### src/rtl/game_pkg.sv
// Shared definitions for the rhythm-game datapath: lane count, judge state
// encoding and the lives counter width.
package game_pkg;

    localparam int NUM_LANES = 3;
    localparam int LIVES_W   = 3;

    typedef enum logic [1:0] {
        ST_IDLE     = 2'd0,
        ST_EVAL     = 2'd1,
        ST_REPORT   = 2'd2,
        ST_WAIT_LOW = 2'd3
    } judge_state_t;

endpackage

### src/rtl/key_press_latch.sv
// One lane of button capture: 2-FF synchronizer, falling-edge detect and a
// sticky press bit whose clear loses to a press detected in the same cycle.
module key_press_latch (
    input  logic clock,
    input  logic reset,
    input  logic key_n,
    input  logic clear,
    output logic pressed
);

    logic sync_1;
    logic sync_2;
    logic prev;
    logic fall;

    assign fall = prev & ~sync_2;

    always_ff @(posedge clock) begin
        if (!reset) begin
            sync_1  <= 1'b1;
            sync_2  <= 1'b1;
            prev    <= 1'b1;
            pressed <= 1'b0;
        end else begin
            sync_1 <= key_n;
            sync_2 <= sync_1;
            prev   <= sync_2;
            if (fall)
                pressed <= 1'b1;
            else if (clear)
                pressed <= 1'b0;
        end
    end

endmodule

### src/rtl/note_judge.sv
// Player-input judge: captures lane presses, judges them against the bottom
// note row on request, times the hit/miss feedback phase and keeps score.
//
// state       | meaning
// ST_IDLE     | waiting for check_en
// ST_EVAL     | judge captured presses against line_6
// ST_REPORT   | input_checked high, counters update, presses cleared
// ST_WAIT_LOW | wait for check_en to drop before re-arming
module note_judge
    import game_pkg::*;
#(
    parameter int FEEDBACK_CYCLES = 25_000_000,
    parameter int SCORE_W         = 10,
    parameter int LIVES_INIT      = 3
) (
    input  logic                 clock,
    input  logic                 reset,
    input  logic [NUM_LANES-1:0] key_n,
    input  logic                 check_en,
    input  logic [NUM_LANES-1:0] line_6,
    input  logic                 hit_en,
    input  logic                 miss_en,
    output logic                 input_checked,
    output logic                 hit,
    output logic                 miss,
    output logic                 hit_finish,
    output logic                 miss_finish,
    output logic [SCORE_W-1:0]   score,
    output logic [7:0]           streak,
    output logic [LIVES_W-1:0]   lives,
    output logic                 game_over
);

    localparam int CNT_W = $clog2(FEEDBACK_CYCLES + 1);

    judge_state_t         state;
    judge_state_t         state_next;
    logic [NUM_LANES-1:0] pressed;
    logic                 clear_pressed;
    logic [CNT_W-1:0]     fb_cnt;
    logic                 fb_at_end;

    assign clear_pressed = (state == ST_REPORT);

    for (genvar i = 0; i < NUM_LANES; i++) begin : g_lane
        key_press_latch u_latch (
            .clock   (clock),
            .reset   (reset),
            .key_n   (key_n[i]),
            .clear   (clear_pressed),
            .pressed (pressed[i])
        );
    end

    always_comb begin
        state_next = state;
        case (state)
            ST_IDLE:     if (check_en) state_next = ST_EVAL;
            ST_EVAL:     state_next = ST_REPORT;
            ST_REPORT:   state_next = ST_WAIT_LOW;
            ST_WAIT_LOW: if (!check_en) state_next = ST_IDLE;
            default:     state_next = ST_IDLE;
        endcase
    end

    always_ff @(posedge clock) begin
        if (!reset) begin
            state         <= ST_IDLE;
            input_checked <= 1'b0;
            hit           <= 1'b0;
            miss          <= 1'b0;
            score         <= '0;
            streak        <= '0;
            lives         <= LIVES_W'(LIVES_INIT);
            game_over     <= 1'b0;
        end else begin
            state         <= state_next;
            input_checked <= (state == ST_EVAL);
            if (state == ST_EVAL) begin
                hit  <= (line_6 != '0) && (pressed == line_6);
                miss <= (pressed != line_6);
            end
            // hit/miss are already registered by the time REPORT is reached
            if (state == ST_REPORT) begin
                if (hit) begin
                    if (!game_over && score != '1)
                        score <= score + SCORE_W'(1);
                    if (streak != 8'hFF)
                        streak <= streak + 8'd1;
                end else if (miss) begin
                    streak <= '0;
                    if (!game_over && lives != '0) begin
                        lives <= lives - LIVES_W'(1);
                        if (lives == LIVES_W'(1))
                            game_over <= 1'b1;
                    end
                end
            end
        end
    end

    // Counter runs one past the terminal value so the finish pulse fires once per phase.
    assign fb_at_end = (fb_cnt == CNT_W'(FEEDBACK_CYCLES - 1));

    always_ff @(posedge clock) begin
        if (!reset) begin
            fb_cnt      <= '0;
            hit_finish  <= 1'b0;
            miss_finish <= 1'b0;
        end else begin
            if (!hit_en && !miss_en)
                fb_cnt <= '0;
            else if (fb_cnt != CNT_W'(FEEDBACK_CYCLES))
                fb_cnt <= fb_cnt + CNT_W'(1);
            hit_finish  <= hit_en && fb_at_end;
            miss_finish <= !hit_en && miss_en && fb_at_end;
        end
    end

endmodule
### config.mk
export PLATFORM = sky130hd
export DESIGN_NAME = note_judge
export DESIGN_NICKNAME = d
export VERILOG_FILES = /design/src/rtl/game_pkg.sv /design/src/rtl/key_press_latch.sv /design/src/rtl/note_judge.sv
export SDC_FILE = /design/constraint.sdc
export NUM_CORES = 1
export LEC_CHECK = 0
export ABC_AREA = 1
export BUFFER_PORTS_ARGS = -buffer_cell sky130_fd_sc_hd__buf_4
export CELL_PAD_IN_SITES_DETAIL_PLACEMENT = 0
export CELL_PAD_IN_SITES_GLOBAL_PLACEMENT = 1
export CORE_ASPECT_RATIO = 1.5
export CORE_UTILIZATION = 40
export DETAILED_ROUTE_END_ITERATION = 10
export PLACE_DENSITY_LB_ADDON = 0.2
export SLEW_MARGIN = 10
export SYNTH_ARGS = -nofsm -noshare
export SYNTH_HDL_FRONTEND = slang
export SYNTH_SLANG_ARGS = --single-unit
### constraint.sdc
create_clock -name clock -period 1.5 [get_ports clock]
set_clock_uncertainty 0.05 [all_clocks]
set_input_delay 0.075 -clock clock [delete_from_list [all_inputs] [get_ports clock]]
set_output_delay 0.075 -clock clock [all_outputs]
set_load 0.03 [all_outputs]
### Word level (Yosys, flattened, before mapping)

Index checks and enable logic that the tools add are counted.

| storage, ports and cells | value |
|---|---|
| register bits after elaboration | 66 |
| input port bits | 11 |

| cells by class | value |
|---|---|
| add/sub/neg operators | 4 |
| eq/ne operators | 13 |
| multiplexer cells | 10 |
| bitwise operators | 8 |
| reductions and logical operators | 23 |

Operators with widths:

| operator | count |
|---|---|
| $add A25 B1 Y25 const B | 1 |
| $eq A25 B25 Y1 const B | 1 |
| $ne A25 B25 Y1 const B | 1 |
| $mux W8 | 3 |
| $add A10 B1 Y10 const B | 1 |
| $ne A10 B10 Y1 const B | 1 |
| $add A8 B1 Y8 const B | 1 |
| $ne A8 B8 Y1 const B | 1 |
| $pmux W2 S4 | 1 |
| $reduce_bool A2 Y1 | 4 |
| $logic_and A1 B1 Y1 | 7 |
| $reduce_and A3 Y1 | 2 |
| $reduce_bool A3 Y1 | 2 |
| $not A1 Y1 | 5 |
| $reduce_and A5 Y1 | 1 |
| $eq A2 B2 Y1 const B | 2 |
| $mux W1 | 4 |
| $mux W2 | 2 |
| $ne A2 B2 Y1 const B | 2 |
| $reduce_and A4 Y1 | 1 |
| $and A1 B1 Y1 | 3 |
| $eq A3 B1 Y1 const B | 1 |
| $eq A3 B3 Y1 | 1 |
| $logic_not A1 Y1 | 3 |
| other kinds (7) | 7 |

### Logic depth before layout (Yosys ltp)

| logic depth | value |
|---|---|
| depth in word-level cells | 3 |
| gate-level depth with buffers | 9 |
| depth with buffers taken out | 9 |

### Cells and area by module

A second synthesis with hierarchy kept.

| unflattened totals | value |
|---|---|
| cell total of the unflattened synthesis | 477 |
| area, all modules | 3318.2 sq um |

By module, submodules not included:

| module | instances | cells each | area an instance (sq um) | sequential area each (sq um) |
|---|---|---|---|---|
| note_judge | 1 | 435 | 2957.8 | 1081.0 |
| key_press_latch | 3 | 14 | 120.1 | 80.1 |

### Worst setup path after synthesis

No wires, ideal clock.

| timing path | value |
|---|---|
| path kind | register to register |
| start | register lives[0] |
| end | register lives[2] |
| data arrival time | 1.515 ns |
| data required time | 1.380 ns |
| slack | -0.134 ns |
| cell stages (with the launch flop) | 9 |
| clock period less this slack | 1.634 ns |
| path through | dfxtp_1 inv_1 ha_1 ha_1 nor3_1 nand3_1 inv_1 o21ai_0 a21oi_1 |

| on the way | value |
|---|---|
| cells in the longest elaborated chain, start to end | 3 |
| elaborated cells on any way between the ends | 4 |

Ends and longest elaborated chain:

| what | RTL line | text |
|---|---|---|
| start, declared | note_judge.sv:30 | `output logic [LIVES_W-1:0] lives,` |
| start signal, assigned | note_judge.sv:74 | `lives <= LIVES_W'(LIVES_INIT);` |
| start signal, assigned | note_judge.sv:93 | `lives <= lives - LIVES_W'(1);` |
| parallel branches: the longest is 3 deep, another holds $sub A3 B1 Y3 | n/a |  |

Parallel ways; which one is timed is not known.
A chain may end at the register's enable or synchronous reset.

### Worst setup path after layout

| timing path | value |
|---|---|
| start | register fb_cnt[0] |
| end | register fb_cnt[14] |

| on the way | value |
|---|---|
| cells in the longest elaborated chain, start to end | 1 |
| elaborated cells on any way between the ends | 2 |

Ends and longest elaborated chain:

| what | RTL line | text |
|---|---|---|
| start, declared | note_judge.sv:40 | `logic [CNT_W-1:0] fb_cnt;` |
| start signal, assigned | note_judge.sv:114 | `fb_cnt <= fb_cnt + CNT_W'(1);` |
| $add A25 B1 Y25 or $ne A25 B25 Y1 (tied branches) | note_judge.sv:114, note_judge.sv:113 |  |

Parallel ways exist; a longest one is shown, timed or not.

==> parameters.txt <==
Parameter                              Value

Yosys
  Cell type with the highest aggregate area in the netlist    sky130_fd_sc_hd__dfxtp_1
  Number of synthesized flops with an enable pin    0
  Fraction of the mapped netlist area in simple logic gates    about a third
  Synthesized netlist cell count    479
  Sequential area share after synthesis    between 30% and 40%
  Top area cells in the synthesized netlist    sky130_fd_sc_hd__dfxtp_1, sky130_fd_sc_hd__nand2_1, sky130_fd_sc_hd__inv_1, sky130_fd_sc_hd__nor2_1, sky130_fd_sc_hd__a21oi_1
  Average footprint of a synthesized cell    6.927 um2
  Synth top area share    about two fifths
  Synth unique cells    33
  Primary flip-flop cell chosen by synthesis mapping    sky130_fd_sc_hd__dfxtp_1
  Count of synthesis-stage warnings from yosys    0
  Share of synthesized area spent on multiplexers    0%
  Share of async-settable or async-resettable flops after synthesis    0%
  Parity-gate share of the synthesized area counting xor and xnor cells    ~1.3%
  Cell area after technology mapping    roughly 0.0033 mm2
  Dominant combinational cell family by area after synthesis    simple AND/OR/NAND/NOR gates
  Arithmetic-cell share of the synthesized area counting full adders, half adders and majority gates    between 4 and 5%
  Area fraction in compound gates after synthesis    between 10% and 20%
  Most used standard cell by instance count after synthesis    sky130_fd_sc_hd__nand2_1
  Syn_nets    between 500 and 600
  Post-synth top cells    sky130_fd_sc_hd__nand2_1, sky130_fd_sc_hd__dfxtp_1, sky130_fd_sc_hd__inv_1
  Register bit count reported by yosys    between 60 and 70

Floorplanning
  Die outline height    113.6 um
  Core area    0.008008 mm2
  Starting density of the core    about two fifths
  Cell Rows    40
  Horiz. Die Dim    76.37 um
  # IOs    38
  Die footprint    about 0.0087 mm2

Critical path
  Timing endpoint of the critical path    fb_cnt[14]
  Critical path data required time    1.67 ns
  Critical Path End Type    flop
  Worst EP arrival    1.61 ns
  Timing startpoint of the critical path    fb_cnt[0]
  Critical path class    reg -> reg
  Depth of the worst register-to-register path    8
  Startpoint kind of the worst setup timing path    flop
  Minimum setup slack among reg-to-reg paths    0.06 ns
  Reg2Reg Capture Point    fb_cnt[14]
  Startpoint of the lowest-slack register-to-register path    fb_cnt[0]
  Worst-path maximum fanout    7

Outcome
  Run status    finished clean

Drt
  Post-detailed-route count of antenna-violating nets    0
  Number of DRC violations after detailed routing    0
  Vias    ~3.2k
  Routed WL    8267 um
  Via-per-instance ratio    4.820
  Number of design-rule violations left by the first detailed-router iteration    128
  Average detailed-routed wire length per instance    12.32 um
  Pre-Repair DR Iteration Count    5

Clocking
  Total CTS buffers    9
  Maximum root-to-sink buffer count    2
  Clock-pin transition on the worst setup and hold timing paths    ~0.050 ns
  Clock root buffer    sky130_fd_sc_hd__clkbuf_16
  Total number of clock tree sinks    66
  TritonCTS clock tree    yes
  H-tree levels    3
  Later-pin clock latency in the skew report    about 0.33 ns

STA
  Total Neg Setup Slack    0 ns
  Setup Viol. Count Final    0
  Period utilization    ~96%
  Worst Tran Pin Value    0.5006 ns
  FMAX    just under 700 MHz
  Final Hold Viols    0
  Worst setup margin    0.06173 ns
  Normalized max-slew margin    roughly 67%
  Fin Hold WS    about 0.031 ns
  Shortest period the worst path allows    roughly 1.4 ns
  Unrepaired setup endpoints after global routing    true
  Pins Over Slew Limit    0

Worst hold path
  Hold crit path type    in -> reg

Place
  Count of input and output buffers    37
  Final weighted congestion of routability-driven global placement    between 0.8 and 0.9
  Number of cells after detailed placement    around 650
  DP Worst Slack    -0.06805 ns
  Detailed Place HPWL    a little over 6000 um

Finish
  Number of antenna cells inserted    0
  Fraction of final layout cells with drive strength greater than 1    ~28%
  Final #Nets    around 590
  Non-filler instance count after layout    roughly 670
  Layout-stage area growth over the synthesis result    37.22%

GRT
  Routing usage on met3    under 10%
  Overflow after GRT    0
  Largest net degree at the start of global routing    19
  Vias in the first global route    between 3k and 4k
  Met2 Resource Use GR    38.56%
  GRT Max-Usage Layer    met2
  Gr usage total    19.90%
  Met1 Resource Use GR    just over 20%
  Number of antenna violations at the first check in global routing    0
  Global-route wire length before repair    13520 um

Power
  Leakage power total    just under 2 nW
  VDD IR-drop max    ~0.80 mV
  Sum of internal, switching and leakage power    just under 5 mW
  Pwr dens    between 1000 and 1500 mW/mm2

Flow run
  Max_cap viols    0
flip-flops by register name, summed over array words and instances, names as in the netlist, 3 cells and up:
name / count
g_lane.u_latch.sync_1: 3
g_lane.u_latch.prev: 3
streak: 8
score: 10
g_lane.u_latch.sync_2: 3
lives: 3
fb_cnt: 25
g_lane.u_latch.pressed: 3
cells in the final DEF, fill, tap and decap left out, types with 2 or more instances in the layout:
| cell | count |
|---|---|
| sky130_fd_sc_hd__a21oi_2 | 5 |
| sky130_fd_sc_hd__nand3_1 | 30 |
| sky130_fd_sc_hd__nor2_4 | 4 |
| sky130_fd_sc_hd__nand2_4 | 5 |
| sky130_fd_sc_hd__nand4_1 | 7 |
| sky130_fd_sc_hd__dfxtp_1 | 57 |
| sky130_fd_sc_hd__clkbuf_16 | 9 |
| sky130_fd_sc_hd__dlygate4sd3_1 | 5 |
| sky130_fd_sc_hd__nor3_4 | 2 |
| sky130_fd_sc_hd__nand3_4 | 2 |
| sky130_fd_sc_hd__buf_6 | 3 |
| sky130_fd_sc_hd__ha_1 | 7 |
| sky130_fd_sc_hd__xor2_1 | 4 |
| sky130_fd_sc_hd__nand3_2 | 3 |
| sky130_fd_sc_hd__o21ai_0 | 14 |
| sky130_fd_sc_hd__nor3_1 | 8 |
| sky130_fd_sc_hd__nand2_2 | 5 |
| sky130_fd_sc_hd__o21ai_1 | 12 |
| sky130_fd_sc_hd__clkbuf_8 | 3 |
| sky130_fd_sc_hd__dfxtp_2 | 8 |
| sky130_fd_sc_hd__nor2_2 | 12 |
| sky130_fd_sc_hd__nand2_1 | 106 |
| sky130_fd_sc_hd__a21oi_1 | 38 |
| sky130_fd_sc_hd__ha_4 | 4 |
| sky130_fd_sc_hd__or2_2 | 9 |
| sky130_fd_sc_hd__buf_4 | 70 |
| sky130_fd_sc_hd__bufinv_16 | 2 |
| sky130_fd_sc_hd__inv_1 | 59 |
| sky130_fd_sc_hd__o21bai_1 | 2 |
| sky130_fd_sc_hd__inv_2 | 5 |
| sky130_fd_sc_hd__o22ai_1 | 2 |
| sky130_fd_sc_hd__nor2_1 | 51 |
how the worst min path moves through the flow:
stage                    from                       end  slack, ns  cells after the start
floorplan            key_n[0]  g_lane[0].u_latch.sync_1       0.13                      1
global placement     key_n[1]  g_lane[1].u_latch.sync_1       0.21                      2
detailed placement   key_n[2]  g_lane[2].u_latch.sync_1       0.22                      2
CTS                 line_6[2]                      miss      0.009                      3
global route        line_6[2]                      miss       0.04                      3
finish              line_6[2]                      miss       0.03                      3
stage by stage:
| step | utilization [%] | area (um2) |
|---|---|---|
| after floorplan | - | 3326 |
| after global placement | 49.23 | 3943 |
| after detailed placement | 49.23 | 3943 |
| after CTS | 54.06 | 4329 |
| after global routing | 56.86 | 4553 |
| final | 56.86 | 4553 |
report_power, final:
group / leakage, nW / switching (mW) / total [mW] / internal (mW)
Sequential: 0.538 / 0.0732 / 1.91 / 1.84
Clock: 0.161 / 0.724 / 2.30 / 1.57
Combinational: 1.28 / 0.392 / 0.686 / 0.294
layout make-up:
cell class                 count  area, um2
sequential                    66       1335
timing repair buffer          78      609.3
clock buffer                  12      266.5
fill                         786       3455
multi-input combinational    342       1901
clock inverter                 2      60.06
inverter                      66      250.2
tap                          105      131.4
cell families (layout without fill, tap and decap cells):
group / Yosys count / count (layout)
simple gates: 248 / 249
compound gates: 76 / 76
buf+inv: 72 / 158
flops: 66 / 66
fa+ha+maj: 12 / 12
xor+xnor: 5 / 5
routing by layer:
layer / share of wire [%] / vias to the layer above
met5: 0 / -
met4: 2.0 / 0
met3: 2.5 / 13
met2: 54 / 55
met1: 42 / 1461
li1: - / 1705
repair_timing:
item / in CTS / in global routing
setup endpoints to repair: 4 / 32
hold buffers: 5 / 0
cloned: 0 / 1
buffers inserted: 0 / 5
pin swaps: 1 / 12
resized for setup: 3 / 49
endpoints found under the hold margin: 5 / 0
critical path: stages, from the launching register on:
cell                      delay [ns]
sky130_fd_sc_hd__dfxtp_4        0.38
sky130_fd_sc_hd__ha_4           0.16
sky130_fd_sc_hd__nand2_4        0.06
sky130_fd_sc_hd__nor2_4         0.15
sky130_fd_sc_hd__nand2_4        0.12
sky130_fd_sc_hd__nor3_4         0.24
sky130_fd_sc_hd__nand2_1        0.08
sky130_fd_sc_hd__nand2_1        0.06
sky130_fd_sc_hd__nor2_1         0.03
No activity file was read; power rests on OpenSTA's default activity.
